[src/rtl/apb4_master_if.sv]
// APB4 bus signals between the apb4_master and an APB4 completer.
// The master modport drives the request fields and select/enable; the slave modport returns ready, error and read data.
interface apb4_master_if #(
  parameter int ADDR_WIDTH = 32,
  parameter int DATA_WIDTH = 32
);
  logic [ADDR_WIDTH-1:0]   paddr_o;
  logic [2:0]              pprot_o;
  logic                    pwrite_o;
  logic [DATA_WIDTH-1:0]   pwdata_o;
  logic [DATA_WIDTH/8-1:0] pstrb_o;
  logic                    psel_o;
  logic                    penable_o;
  logic                    pready_i;
  logic                    pslverr_i;
  logic [DATA_WIDTH-1:0]   prdata_i;

  modport master (
    output paddr_o, pprot_o, pwrite_o, pwdata_o, pstrb_o, psel_o, penable_o,
    input  pready_i, pslverr_i, prdata_i
  );

  modport slave (
    input  paddr_o, pprot_o, pwrite_o, pwdata_o, pstrb_o, psel_o, penable_o,
    output pready_i, pslverr_i, prdata_i
  );
endinterface

[src/rtl/apb4_master.sv]
// APB4 master: one outstanding transfer, valid/ready command in and response out, fully registered APB outputs.
// Optional macro APB4_MST_TIMEOUT_EN aborts an ACCESS phase after TIMEOUT_CYCLES cycles without pready_i.
module apb4_master #(
  parameter int ADDR_WIDTH     = 32,
  parameter int DATA_WIDTH     = 32,
  parameter int TIMEOUT_CYCLES = 256
) (
  input  logic                    clk_i,
  input  logic                    rst_i,
  input  logic                    req_valid_i,
  output logic                    req_ready_o,
  input  logic                    req_write_i,
  input  logic [ADDR_WIDTH-1:0]   req_addr_i,
  input  logic [DATA_WIDTH-1:0]   req_wdata_i,
  input  logic [DATA_WIDTH/8-1:0] req_strb_i,
  input  logic [2:0]              req_prot_i,
  output logic                    rsp_valid_o,
  input  logic                    rsp_ready_i,
  output logic [DATA_WIDTH-1:0]   rsp_rdata_o,
  output logic                    rsp_err_o,
  apb4_master_if.master           apb
);

  localparam int STRB_WIDTH = DATA_WIDTH / 8;

  generate
    if (!(DATA_WIDTH == 8 || DATA_WIDTH == 16 || DATA_WIDTH == 32)) begin : g_bad_data_width
      $error("apb4_master: DATA_WIDTH must be 8, 16 or 32");
    end
    if (TIMEOUT_CYCLES < 1) begin : g_bad_timeout
      $error("apb4_master: TIMEOUT_CYCLES must be at least 1");
    end
  endgenerate

  typedef enum logic [1:0] {
    IDLE   = 2'd0,
    SETUP  = 2'd1,
    ACCESS = 2'd2,
    RESP   = 2'd3
  } state_e;

  state_e                  state_q,     state_d;
  logic [ADDR_WIDTH-1:0]   paddr_q,     paddr_d;
  logic [2:0]              pprot_q,     pprot_d;
  logic                    pwrite_q,    pwrite_d;
  logic [DATA_WIDTH-1:0]   pwdata_q,    pwdata_d;
  logic [STRB_WIDTH-1:0]   pstrb_q,     pstrb_d;
  logic                    psel_q,      psel_d;
  logic                    penable_q,   penable_d;
  logic                    rsp_valid_q, rsp_valid_d;
  logic [DATA_WIDTH-1:0]   rsp_rdata_q, rsp_rdata_d;
  logic                    rsp_err_q,   rsp_err_d;

`ifdef APB4_MST_TIMEOUT_EN
  localparam int CNT_W = (TIMEOUT_CYCLES > 1) ? $clog2(TIMEOUT_CYCLES) : 1;
  localparam logic [CNT_W-1:0] CNT_LAST = CNT_W'(TIMEOUT_CYCLES - 1);

  logic [CNT_W-1:0] cnt_q, cnt_d;
`endif

  // Gated by rst_i so no command is taken while reset is held, yet it rises as soon as reset drops.
  assign req_ready_o = (state_q == IDLE) && !rst_i;

  always_comb begin
    state_d     = state_q;
    paddr_d     = paddr_q;
    pprot_d     = pprot_q;
    pwrite_d    = pwrite_q;
    pwdata_d    = pwdata_q;
    pstrb_d     = pstrb_q;
    psel_d      = psel_q;
    penable_d   = penable_q;
    rsp_valid_d = rsp_valid_q;
    rsp_rdata_d = rsp_rdata_q;
    rsp_err_d   = rsp_err_q;
`ifdef APB4_MST_TIMEOUT_EN
    cnt_d       = cnt_q;
`endif

    case (state_q)
      IDLE: begin
        if (req_valid_i && req_ready_o) begin
          state_d  = SETUP;
          paddr_d  = req_addr_i;
          pprot_d  = req_prot_i;
          pwrite_d = req_write_i;
          pwdata_d = req_wdata_i;
          pstrb_d  = req_write_i ? req_strb_i : '0;
          psel_d   = 1'b1;
        end
      end

      SETUP: begin
        state_d   = ACCESS;
        penable_d = 1'b1;
`ifdef APB4_MST_TIMEOUT_EN
        cnt_d     = '0;
`endif
      end

      ACCESS: begin
        // A completer answer on the last counted cycle wins over the timeout.
        if (apb.pready_i) begin
          state_d     = RESP;
          psel_d      = 1'b0;
          penable_d   = 1'b0;
          rsp_valid_d = 1'b1;
          rsp_err_d   = apb.pslverr_i;
          rsp_rdata_d = pwrite_q ? '0 : apb.prdata_i;
        end
`ifdef APB4_MST_TIMEOUT_EN
        else if (cnt_q == CNT_LAST) begin
          state_d     = RESP;
          psel_d      = 1'b0;
          penable_d   = 1'b0;
          rsp_valid_d = 1'b1;
          rsp_err_d   = 1'b1;
          rsp_rdata_d = '0;
        end else begin
          cnt_d = cnt_q + 1'b1;
        end
`endif
      end

      RESP: begin
        if (rsp_ready_i) begin
          state_d     = IDLE;
          rsp_valid_d = 1'b0;
        end
      end

      default: begin
        state_d   = IDLE;
        psel_d    = 1'b0;
        penable_d = 1'b0;
      end
    endcase
  end

  always_ff @(posedge clk_i or posedge rst_i) begin
    if (rst_i) begin
      state_q     <= IDLE;
      paddr_q     <= '0;
      pprot_q     <= '0;
      pwrite_q    <= 1'b0;
      pwdata_q    <= '0;
      pstrb_q     <= '0;
      psel_q      <= 1'b0;
      penable_q   <= 1'b0;
      rsp_valid_q <= 1'b0;
      rsp_rdata_q <= '0;
      rsp_err_q   <= 1'b0;
`ifdef APB4_MST_TIMEOUT_EN
      cnt_q       <= '0;
`endif
    end else begin
      state_q     <= state_d;
      paddr_q     <= paddr_d;
      pprot_q     <= pprot_d;
      pwrite_q    <= pwrite_d;
      pwdata_q    <= pwdata_d;
      pstrb_q     <= pstrb_d;
      psel_q      <= psel_d;
      penable_q   <= penable_d;
      rsp_valid_q <= rsp_valid_d;
      rsp_rdata_q <= rsp_rdata_d;
      rsp_err_q   <= rsp_err_d;
`ifdef APB4_MST_TIMEOUT_EN
      cnt_q       <= cnt_d;
`endif
    end
  end

  assign apb.paddr_o   = paddr_q;
  assign apb.pprot_o   = pprot_q;
  assign apb.pwrite_o  = pwrite_q;
  assign apb.pwdata_o  = pwdata_q;
  assign apb.pstrb_o   = pstrb_q;
  assign apb.psel_o    = psel_q;
  assign apb.penable_o = penable_q;

  assign rsp_valid_o = rsp_valid_q;
  assign rsp_rdata_o = rsp_rdata_q;
  assign rsp_err_o   = rsp_err_q;

endmodule

[src/flat_wrapper.sv]
// flat-port wrapper written by rule: the top's interface ports become plain ports
module apb4_master_flat 
#(
  parameter int ADDR_WIDTH     = 32,
  parameter int DATA_WIDTH     = 32,
  parameter int TIMEOUT_CYCLES = 256
)
  (clk_i, rst_i, req_valid_i, req_ready_o, req_write_i, req_addr_i, req_wdata_i, req_strb_i, req_prot_i, rsp_valid_o, rsp_ready_i, rsp_rdata_o, rsp_err_o, apb_paddr_o, apb_pprot_o, apb_pwrite_o, apb_pwdata_o, apb_pstrb_o, apb_psel_o, apb_penable_o, apb_pready_i, apb_pslverr_i, apb_prdata_i);
  apb4_master_if #(.ADDR_WIDTH(ADDR_WIDTH), .DATA_WIDTH(DATA_WIDTH)) apb_i ();
  input  logic clk_i;
  input  logic rst_i;
  input  logic req_valid_i;
  output logic req_ready_o;
  input  logic req_write_i;
  input  logic [ADDR_WIDTH-1:0] req_addr_i;
  input  logic [DATA_WIDTH-1:0] req_wdata_i;
  input  logic [DATA_WIDTH/8-1:0] req_strb_i;
  input  logic [2:0] req_prot_i;
  output logic rsp_valid_o;
  input  logic rsp_ready_i;
  output logic [DATA_WIDTH-1:0] rsp_rdata_o;
  output logic rsp_err_o;
  output wire logic [$bits(apb_i.paddr_o)-1:0] apb_paddr_o;
  output wire logic [$bits(apb_i.pprot_o)-1:0] apb_pprot_o;
  output wire logic [$bits(apb_i.pwrite_o)-1:0] apb_pwrite_o;
  output wire logic [$bits(apb_i.pwdata_o)-1:0] apb_pwdata_o;
  output wire logic [$bits(apb_i.pstrb_o)-1:0] apb_pstrb_o;
  output wire logic [$bits(apb_i.psel_o)-1:0] apb_psel_o;
  output wire logic [$bits(apb_i.penable_o)-1:0] apb_penable_o;
  input wire logic [$bits(apb_i.pready_i)-1:0] apb_pready_i;
  input wire logic [$bits(apb_i.pslverr_i)-1:0] apb_pslverr_i;
  input wire logic [$bits(apb_i.prdata_i)-1:0] apb_prdata_i;
  assign apb_paddr_o = apb_i.paddr_o;
  assign apb_pprot_o = apb_i.pprot_o;
  assign apb_pwrite_o = apb_i.pwrite_o;
  assign apb_pwdata_o = apb_i.pwdata_o;
  assign apb_pstrb_o = apb_i.pstrb_o;
  assign apb_psel_o = apb_i.psel_o;
  assign apb_penable_o = apb_i.penable_o;
  assign apb_i.pready_i = apb_pready_i;
  assign apb_i.pslverr_i = apb_pslverr_i;
  assign apb_i.prdata_i = apb_prdata_i;
  apb4_master #(.ADDR_WIDTH(ADDR_WIDTH), .DATA_WIDTH(DATA_WIDTH), .TIMEOUT_CYCLES(TIMEOUT_CYCLES)) u_core (.clk_i(clk_i), .rst_i(rst_i), .req_valid_i(req_valid_i), .req_ready_o(req_ready_o), .req_write_i(req_write_i), .req_addr_i(req_addr_i), .req_wdata_i(req_wdata_i), .req_strb_i(req_strb_i), .req_prot_i(req_prot_i), .rsp_valid_o(rsp_valid_o), .rsp_ready_i(rsp_ready_i), .rsp_rdata_o(rsp_rdata_o), .rsp_err_o(rsp_err_o), .apb(apb_i));
endmodule
[config.mk]
export PLATFORM = sky130hd
export DESIGN_NAME = apb4_master_flat
export DESIGN_NICKNAME = d
export VERILOG_FILES = /design/src/rtl/apb4_master_if.sv /design/src/rtl/apb4_master.sv /design/src/flat_wrapper.sv
export SDC_FILE = /design/constraint.sdc
export NUM_CORES = 1
export LEC_CHECK = 0
export CORE_ASPECT_RATIO = 0.9
export CORE_UTILIZATION = 37
export DETAILED_ROUTE_END_ITERATION = 10
export HOLD_SLACK_MARGIN = 0.15
export MAX_ROUTING_LAYER = met4
export PLACE_DENSITY = 0.79
export SLEW_MARGIN = 10
export SYNTH_ARGS = -nofsm -noshare
export SYNTH_HDL_FRONTEND = slang
export SYNTH_SLANG_ARGS = --single-unit
export TNS_END_PERCENT = 10
[constraint.sdc]
create_clock -name clk_i -period 3.2 [get_ports clk_i]
set_input_delay 0.32 -clock clk_i [delete_from_list [all_inputs] [get_ports clk_i]]
set_output_delay 0.32 -clock clk_i [all_outputs]
set_load 0.01 [all_outputs]
==> out/qor.yml, run 1 <==
run_status:
  status: "completed"
clock_network:
  numClockSinks: 110
  clock_path_buffers: 2
  cts_tree: "yes"
  root_buffer: "clkbuf_16"
  clock_latency_ns: 0.35
  numCtsBuffers: 9
  holdBufCountCts: 0
  cts-htree-levels: 3
  cts_resized: 0
  postCtsSetupRepairBufs: 0
  path_clk_slew_ns: 0.07
place:
  gp_congestion: 0.7602
  post-place-ws_ns: 0.9755
  placed_area_sq_mm: 0.006790
  dp_hpwl_mm: 7.903
  place_inst: 693
  portBuffers: 218
worst_setup_path:
  cp_max_fo: 4
  critical_path_required_ns: 2.88
  cp_slowest_cell: "clkdlybuf4s50_1"
  critPathMaxStageDelay_ns: 0.56
  worstPathArrival_ns: 1.92
  cp-end-kind: "output port"
  start_kind: "flip-flop"
  path_cells: "inv_1 -> ha_1 -> nor2b_1 -> clkdlybuf4s50_1"
  crit_type: "flip-flop to output port"
layout:
  layout_common_cells: "clkdlybuf4s50_1 (218), dfrtp_1 (110), mux2_2 (49), nand2_1 (40), o21ai_0 (39)"
  postLayoutCellArea_sq_mm: 0.007121
  stdcell_count: 709
  final_nets: 663
  n_antenna_cell: 0
  area_delta_synth_final_pct: 59.90
  utilization: 0.6152
  drive_above_1_share: 0.1700
  fill_cells: 921
  final_common_cell: "clkdlybuf4s50_1"
die:
  die_h_um: 106.1
  core-area_sq_mm: 0.01157
  dieArea_sq_mm: 0.01248
  initial_core_util: 0.3848
  fp.dieW_um: 117.6
  core.rowCount: 37
  io_pins: 219
pwr:
  p_leak_nw: 3.130
  irDropWorstVdd_v: 0.0005404
  power_mw: 6.757
  p_per_area_mw_per_mm2: 948.9
drt:
  vias: 3275
  wl_mm: 10.75
  drc: 0
  wl_per_cell_um: 15.16
  postRouteAntennaNets: 0
  via_per_inst: 4.619
  dr.pass1.iters: 6
  drtIter0Drc: 157
synth:
  synth_top_cell_by_area: "dfrtp_1"
  syn_inst: 333
  synth.top_cell.area_share: 0.6182
  ys.warnings.count: 0
  yosys-top-cells-area: "dfrtp_1 (62%), mux2_2 (12%), mux2_4 (7.1%)"
  synthAdderAreaFrac: 0.01405
  synth_top_family_by_area: "multiplexers"
  synth_xor_xnor_area_share: 0
  ys_types: 19
  synth-simple-area-share: 0.08991
  ys_ff_latch: 110
  synth.area.mux_share: 0.1970
  avgSynthCellArea_sq_um: 13.37
  synth_compound_area_frac: 0.05310
  netlist_area_sq_mm: 0.004453
  ys_seq_area_frac: 0.6182
  syn_nets: 448
sta:
  setup_ws_ns: 0.9599
  max-slew-margin-rel: 0.4615
  worst_pin_slew_ns: 0.8077
  fin_crit_sh: 0.7000
  fin_tns_setup_ns: 0
  slew_violations: 0
  finalSetupViolations: 0
  layout_min_cycle_time_ns: 2.240
  hold_slack_ns: 0.4135
  fin_worst_skew_ns: 0.005330
  hold_viol_final: 0
  rsz0062_at_grt: "false"
  max_freq_ghz: 0.4464
min_path:
  hp-class: "primary input to asynchronous set/reset pin"
job:
  drv_cap: 0
global_route:
  grt_pass1_wl_mm: 17.46
  grt_pass1_vias: 3405
  antenna_found_initial: 0
  gr-total-overflow: 0
  grt_max_degree: 65
  grt_usage: 0.1866
## layout make-up
cell class	count	area [sq um]	area share
clock buffer	10	239.0	0.03356
clock inverter	6	91.34	0.01283
multi-input combinational	199	1579	0.2218
timing repair buffer	222	2237	0.3142
sequential	110	2753	0.3866
tap	156	195.2	0.02741
inverter	6	26.28	0.003690
## registers in the layout (all words and copies together), names as in the netlist
| name | flops |
|---|---|
| u_core.state_q | 2 |
| u_core.rsp_rdata_o | 32 |
| u_core.apb.pprot_o | 3 |
| u_core.rsp_valid_o | 1 |
| u_core.apb.penable_o | 1 |
| u_core.apb.paddr_o | 32 |
| u_core.rsp_err_o | 1 |
| u_core.apb.pstrb_o | 4 |
| u_core.apb.pwdata_o | 32 |
| u_core.apb.pwrite_o | 1 |
| u_core.apb.psel_o | 1 |
## cell usage after synthesis
library cell,n
clkbuf_1,6
o2bb2ai_1,1
a21o_1,1
buf_6,3
mux2_2,49
mux2_4,21
ha_1,5
inv_1,6
nand3b_4,1
a21oi_1,2
buf_2,9
a221oi_2,1
nor2b_1,2
nand2b_1,33
mux2i_1,1
o21ai_0,39
nor2_1,2
dfrtp_1,110
nand2_1,41
## power breakdown
group | total [mW] | switching (mW) | internal (mW)
sequential | 2.48 | 0.406 | 2.08
clock | 1.23 | 0.512 | 0.713
combinational | 3.05 | 1.13 | 1.92
## per-layer routing
metal / up-vias / track usage / routed length [um] / part of all wire
met4: 0 / 0.05037 / 147 / 0.014
met1: 1593 / 0.2161 / 4440 / 0.41
met3: 12 / 0.06277 / 716 / 0.067
met5: - / - / 0 / 0
li1: 1543 / - / - / -
met2: 127 / 0.3105 / 5443 / 0.51
## worst max-delay path, delay by kind of cell (launching register included)
kind                     cells  cell delay, ns
adder cells (fa/ha/maj)      1            0.31
buffers and inverters        2            0.69
flip-flops                   1            0.41
AND/OR/NAND/NOR              1            0.17
## path summary, 6_finish.rpt
path	end	cells after the start	start	slack, ns
setup / recovery	req_ready_o	4	u_core.state_q[0]	0.96
hold / removal	u_core.apb.psel_o	2	rst_i	0.41
setup reg to reg	u_core.apb.pwdata_o[18]	5	u_core.state_q[0]	1.13
hold reg to reg	u_core.apb.pstrb_o[1]	2	u_core.apb.pstrb_o[1]	0.48
max in group asynchronous	u_core.rsp_rdata_o[14]	3	rst_i	2.07
min in group clk_i	u_core.apb.pstrb_o[1]	2	u_core.apb.pstrb_o[1]	0.48
## cell families (layout without fill, tap and decap cells)
logic type / Yosys count / count (layout)
buffers and inverters: 24 / 244
flip-flops: 110 / 110
AND/OR/NAND/NOR: 79 / 79
multiplexers: 71 / 71
AO/OA/AOI/OAI: 44 / 44
adder cells (fa/ha/maj): 5 / 5
(Power assumes the default switching activity.)
==> inputs of run 2 (changes only) <==
--- a/config.mk
+++ b/config.mk
@@ -6,11 +6,11 @@
 export NUM_CORES = 1
 export LEC_CHECK = 0
 export CORE_ASPECT_RATIO = 0.9
-export CORE_UTILIZATION = 37
+export CORE_UTILIZATION = 40
 export DETAILED_ROUTE_END_ITERATION = 10
 export HOLD_SLACK_MARGIN = 0.15
 export MAX_ROUTING_LAYER = met4
-export PLACE_DENSITY = 0.79
+export PLACE_DENSITY = 0.82
 export SLEW_MARGIN = 10
 export SYNTH_ARGS = -nofsm -noshare
 export SYNTH_HDL_FRONTEND = slang
==> constraint.sdc (replaced) <==
create_clock -name clk_i -period 2.3 [get_ports clk_i]
set_input_delay 0.23 -clock clk_i [delete_from_list [all_inputs] [get_ports clk_i]]
set_output_delay 0.23 -clock clk_i [all_outputs]
set_load 0.01 [all_outputs]
==> out/qor.yml, run 2 (synthesis gave the netlist of run 1 again) <==
clock_network:
  root_buffer: "clkbuf_16"
  cts-htree-levels: 3
  numClockSinks: 110
  cts_resized: 0
  cts_tree: "yes"
  clock_latency_ns: 0.36
  postCtsSetupRepairBufs: 0
  numCtsBuffers: 9
  path_clk_slew_ns: 0.07
  clock_path_buffers: 2
  holdBufCountCts: 0
worst_setup_path:
  start_kind: "flip-flop"
  reg2reg_to: "u_core.state_q[1]"
  ff2ff_setup_slack_ns: 0.56
  reg2reg_depth: 5
  critical_path_required_ns: 2.07
  cp_max_fo: 4
  crit_type: "flip-flop to output port"
  cp-end-kind: "output port"
  critPathMaxStageDelay_ns: 0.57
  worstPathArrival_ns: 1.94
  path_cells: "inv_1 -> ha_1 -> nor2b_1 -> clkdlybuf4s50_1"
  cp_slowest_cell: "clkdlybuf4s50_1"
  rr_startpoint: "u_core.state_q[0]"
drt:
  wl_mm: 11.31
  dr.pass1.iters: 6
  postRouteAntennaNets: 0
  drtIter0Drc: 139
  vias: 3268
  drc: 0
  via_per_inst: 4.743
  wl_per_cell_um: 16.42
sta:
  fin_crit_sh: 0.9440
  hold_viol_final: 0
  hold_slack_ns: 0.3103
  layout_min_cycle_time_ns: 2.171
  max_freq_ghz: 0.4606
  fin_worst_skew_ns: 0.007115
  slew_violations: 0
  finalSetupViolations: 0
  fin_tns_setup_ns: 0
  rsz0062_at_grt: "false"
  max-slew-margin-rel: 0.6582
  worst_pin_slew_ns: 0.5127
die:
  io_pins: 219
  initial_core_util: 0.4119
  fp.dieW_um: 113.2
  core-area_sq_mm: 0.01081
  dieArea_sq_mm: 0.01156
  die_h_um: 102.1
  core.rowCount: 36
place:
  placed_area_sq_mm: 0.006782
  dp_hpwl_mm: 8.331
  portBuffers: 218
  gp_congestion: 0.7472
job:
  drv_cap: 0
min_path:
  hp-class: "primary input to asynchronous set/reset pin"
layout:
  layout_common_cells: "clkdlybuf4s50_1 (218), dfrtp_1 (110), mux2_2 (49), nand2_1 (41), o21ai_0 (39)"
  n_antenna_cell: 0
  drive_above_1_share: 0.1727
  fill_cells: 824
  area_delta_synth_final_pct: 59.01
  final_common_cell: "clkdlybuf4s50_1"
  final_nets: 666
  seq_area_sq_mm: 0.002753
  multi_input_area_sq_mm: 0.001577
  postLayoutCellArea_sq_mm: 0.007081
global_route:
  grt_max_degree: 65
  grt_usage: 0.2071
  grt_pass1_vias: 3438
  antenna_found_initial: 0
  grt_pass1_wl_mm: 17.49
  gr-total-overflow: 0
pwr:
  p_leak_nw: 3.125
  irDropWorstVdd_v: 0.0008594
  p_per_area_mw_per_mm2: 1316
run_status:
  status: "completed"
-- run 2: final cells by class --
cell class | instances | share of cell area
Sequential cell | 110 | 0.3888
Timing Repair Buffer | 225 | 0.3191
Multi-Input combinational cell | 199 | 0.2227
Clock buffer | 9 | 0.03181
Tap cell | 133 | 0.02350
Clock inverter | 7 | 0.01043
Inverter | 6 | 0.003711
-- run 2: how the worst max path moves through the flow --
stage	start	endpoint	slack, ns
after floorplan	rst_i	u_core.apb.paddr_o[0]	0.74
after global placement	rst_i	u_core.apb.pwdata_o[1]	0.51
after detailed placement	rst_i	u_core.apb.paddr_o[2]	0.45
after CTS	u_core.state_q[0]	req_ready_o	0.10
after global routing	u_core.state_q[1]	req_ready_o	0.05
final	u_core.state_q[0]	req_ready_o	0.13
-- run 2: per-layer routing --
layer,GRT usage,up-vias,routed length [um]
li1,-,1545,-
met1,0.2393,1588,4629
met2,0.3440,120,5829
met3,0.06524,15,649
met4,0.07085,0,204
met5,-,-,0
-- run 2: power by group --
group	switching [mW]	internal, mW
sequential	0.517	2.89
combinational	1.66	2.68
clock	0.714	0.848
-- run 2: critical path: cells and delay by family (launching register included) --
family | cells | cell delay, ns
AND/OR/NAND/NOR | 1 | 0.18
adder cells (fa/ha/maj) | 1 | 0.30
buffers and inverters | 2 | 0.71
flip-flops | 1 | 0.41
-- run 2: metrics by stage --
step	utilization	setup WS (ns)	instances	power, mW
floorplan	-	0.7405	333	5.323
global placement	0.6273	0.5103	673	7.628
detailed placement	0.6273	0.4455	673	7.811
CTS	0.6550	0.1012	689	9.429
global route	0.6550	0.05331	689	9.877
finish	0.6550	0.1288	689	9.316
==> inputs of run 3 (changes only) <==
--- a/config.mk
+++ b/config.mk
@@ -5,11 +5,11 @@
 export SDC_FILE = /design/constraint.sdc
 export NUM_CORES = 1
 export LEC_CHECK = 0
+export CAP_MARGIN = 30
 export CORE_ASPECT_RATIO = 0.9
 export CORE_UTILIZATION = 40
 export DETAILED_ROUTE_END_ITERATION = 10
 export HOLD_SLACK_MARGIN = 0.15
-export MAX_ROUTING_LAYER = met4
 export PLACE_DENSITY = 0.82
 export SLEW_MARGIN = 10
 export SYNTH_ARGS = -nofsm -noshare
==> out/qor.yml, run 3 (synthesis gave the netlist of run 1 again) <==
layout:
  postLayoutCellArea_sq_mm: 0.007081
  drive_above_1_share: 0.1727
  final_common_cell: "clkdlybuf4s50_1"
  utilization: 0.6550
  final_nets: 666
  area_delta_synth_final_pct: 59.01
  stdcell_count: 689
  fill_cells: 824
  n_antenna_cell: 0
  layout_common_cells: "clkdlybuf4s50_1 (218), dfrtp_1 (110), mux2_2 (49), nand2_1 (41), o21ai_0 (39)"
sta:
  hold_viol_final: 0
  layout_min_cycle_time_ns: 2.170
  fin_tns_setup_ns: 0
  max-slew-margin-rel: 0.6569
  finalSetupViolations: 0
  fin_crit_sh: 0.9433
  max_freq_ghz: 0.4609
  fin_worst_skew_ns: 0.006994
  slew_violations: 0
  setup_ws_ns: 0.1304
  worst_pin_slew_ns: 0.5147
  hold_slack_ns: 0.3115
  rsz0062_at_grt: "false"
place:
  placed_area_sq_mm: 0.006782
  place_inst: 673
  post-place-ws_ns: 0.4455
  dp_hpwl_mm: 8.331
  portBuffers: 218
  gp_congestion: 0.7381
clock_network:
  holdBufCountCts: 0
  numClockSinks: 110
  root_buffer: "clkbuf_16"
  path_clk_slew_ns: 0.07
  numCtsBuffers: 9
  clock_path_buffers: 2
  cts_resized: 0
  cts-htree-levels: 3
  cts_tree: "yes"
  postCtsSetupRepairBufs: 0
  clock_latency_ns: 0.36
die:
  die_h_um: 102.1
  fp.dieW_um: 113.2
  core.rowCount: 36
  dieArea_sq_mm: 0.01156
  io_pins: 219
  core-area_sq_mm: 0.01081
  initial_core_util: 0.4119
job:
  drv_cap: 0
global_route:
  gr-total-overflow: 0
  grt_pass1_vias: 3418
  grt_max_degree: 65
  grt_pass1_wl_mm: 17.57
  antenna_found_initial: 0
  grt_usage: 0.2008
min_path:
  hp-class: "primary input to asynchronous set/reset pin"
pwr:
  power_switching_mw: 2.890
  power_mw: 9.317
  clock_power_share: 0.168
  power_switching_share: 0.3102
  p_leak_nw: 3.125
  sequentialPowerShare: 0.366
  irDropWorstVdd_v: 0.0008569
  intPower_mw: 6.427
  pwr-share-comb: 0.466
  p_per_area_mw_per_mm2: 1316
drt:
  postRouteAntennaNets: 0
  wl_per_cell_um: 16.40
  drc: 0
  drtIter0Drc: 117
  wl_mm: 11.30
  vias: 3264
  via_per_inst: 4.737
  dr.pass1.iters: 4
worst_setup_path:
  cp_max_fo: 4
  cp-end-kind: "output port"
  crit_type: "flip-flop to output port"
  critical_path_required_ns: 2.07
  start_kind: "flip-flop"
  worstPathArrival_ns: 1.94
run_status:
  status: "completed"
==> run 3: cell counts in the layout (fill, tap and decap cells not counted) <==
Identical to the previous run, type by type.
==> run 3: final cells by class <==
type / count / area (sq um) / area share
sequential: 110 / 2753 / 0.3888
timing repair buffer: 225 / 2260 / 0.3191
multi-input combinational: 199 / 1577 / 0.2227
clock buffer: 9 / 225.2 / 0.03181
tap: 133 / 166.4 / 0.02350
clock inverter: 7 / 73.82 / 0.01043
inverter: 6 / 26.28 / 0.003711
==> run 3: metal layers <==
layer  vias to the layer above  part of all wire  global-route usage
met2                       115              0.52              0.3450
met1                      1590              0.40              0.2343
met3                        15             0.067             0.07473
met5                         -                 0                   0
met4                         0             0.017             0.06781
li1                       1544                 -                   -
==> run 3: worst paths after layout <==
kind / from / endpoint / slack, ns / cells after the start
max: u_core.state_q[0] / req_ready_o / 0.13 / 4
min: rst_i / u_core.rsp_valid_o / 0.31 / 2
max reg2reg: u_core.state_q[0] / u_core.state_q[1] / 0.56 / 5
min reg2reg: u_core.rsp_rdata_o[11] / u_core.rsp_rdata_o[11] / 0.48 / 2
max in group asynchronous: rst_i / u_core.apb.pwdata_o[24] / 1.31 / 3
min in group clk_i: apb_prdata_i[16] / u_core.rsp_rdata_o[16] / 0.44 / 3
==> run 3: power by group through the flow <==
stage / logic (mW) / registers, mW / clock network, mW
floorplan: 1.48 / 3.84 / 0
global placement: 4.25 / 3.38 / 0
detailed placement: 4.37 / 3.44 / 0
CTS: 4.40 / 3.42 / 1.61
global route: 4.66 / 3.53 / 1.69
finish: 4.34 / 3.41 / 1.56
==> run 3: worst max-delay path, cell delays in order, from the launching register on <==
cell and delay, ns:
dfrtp_1 0.41, inv_1 0.14, ha_1 0.30, nor2b_1 0.18, clkdlybuf4s50_1 0.57
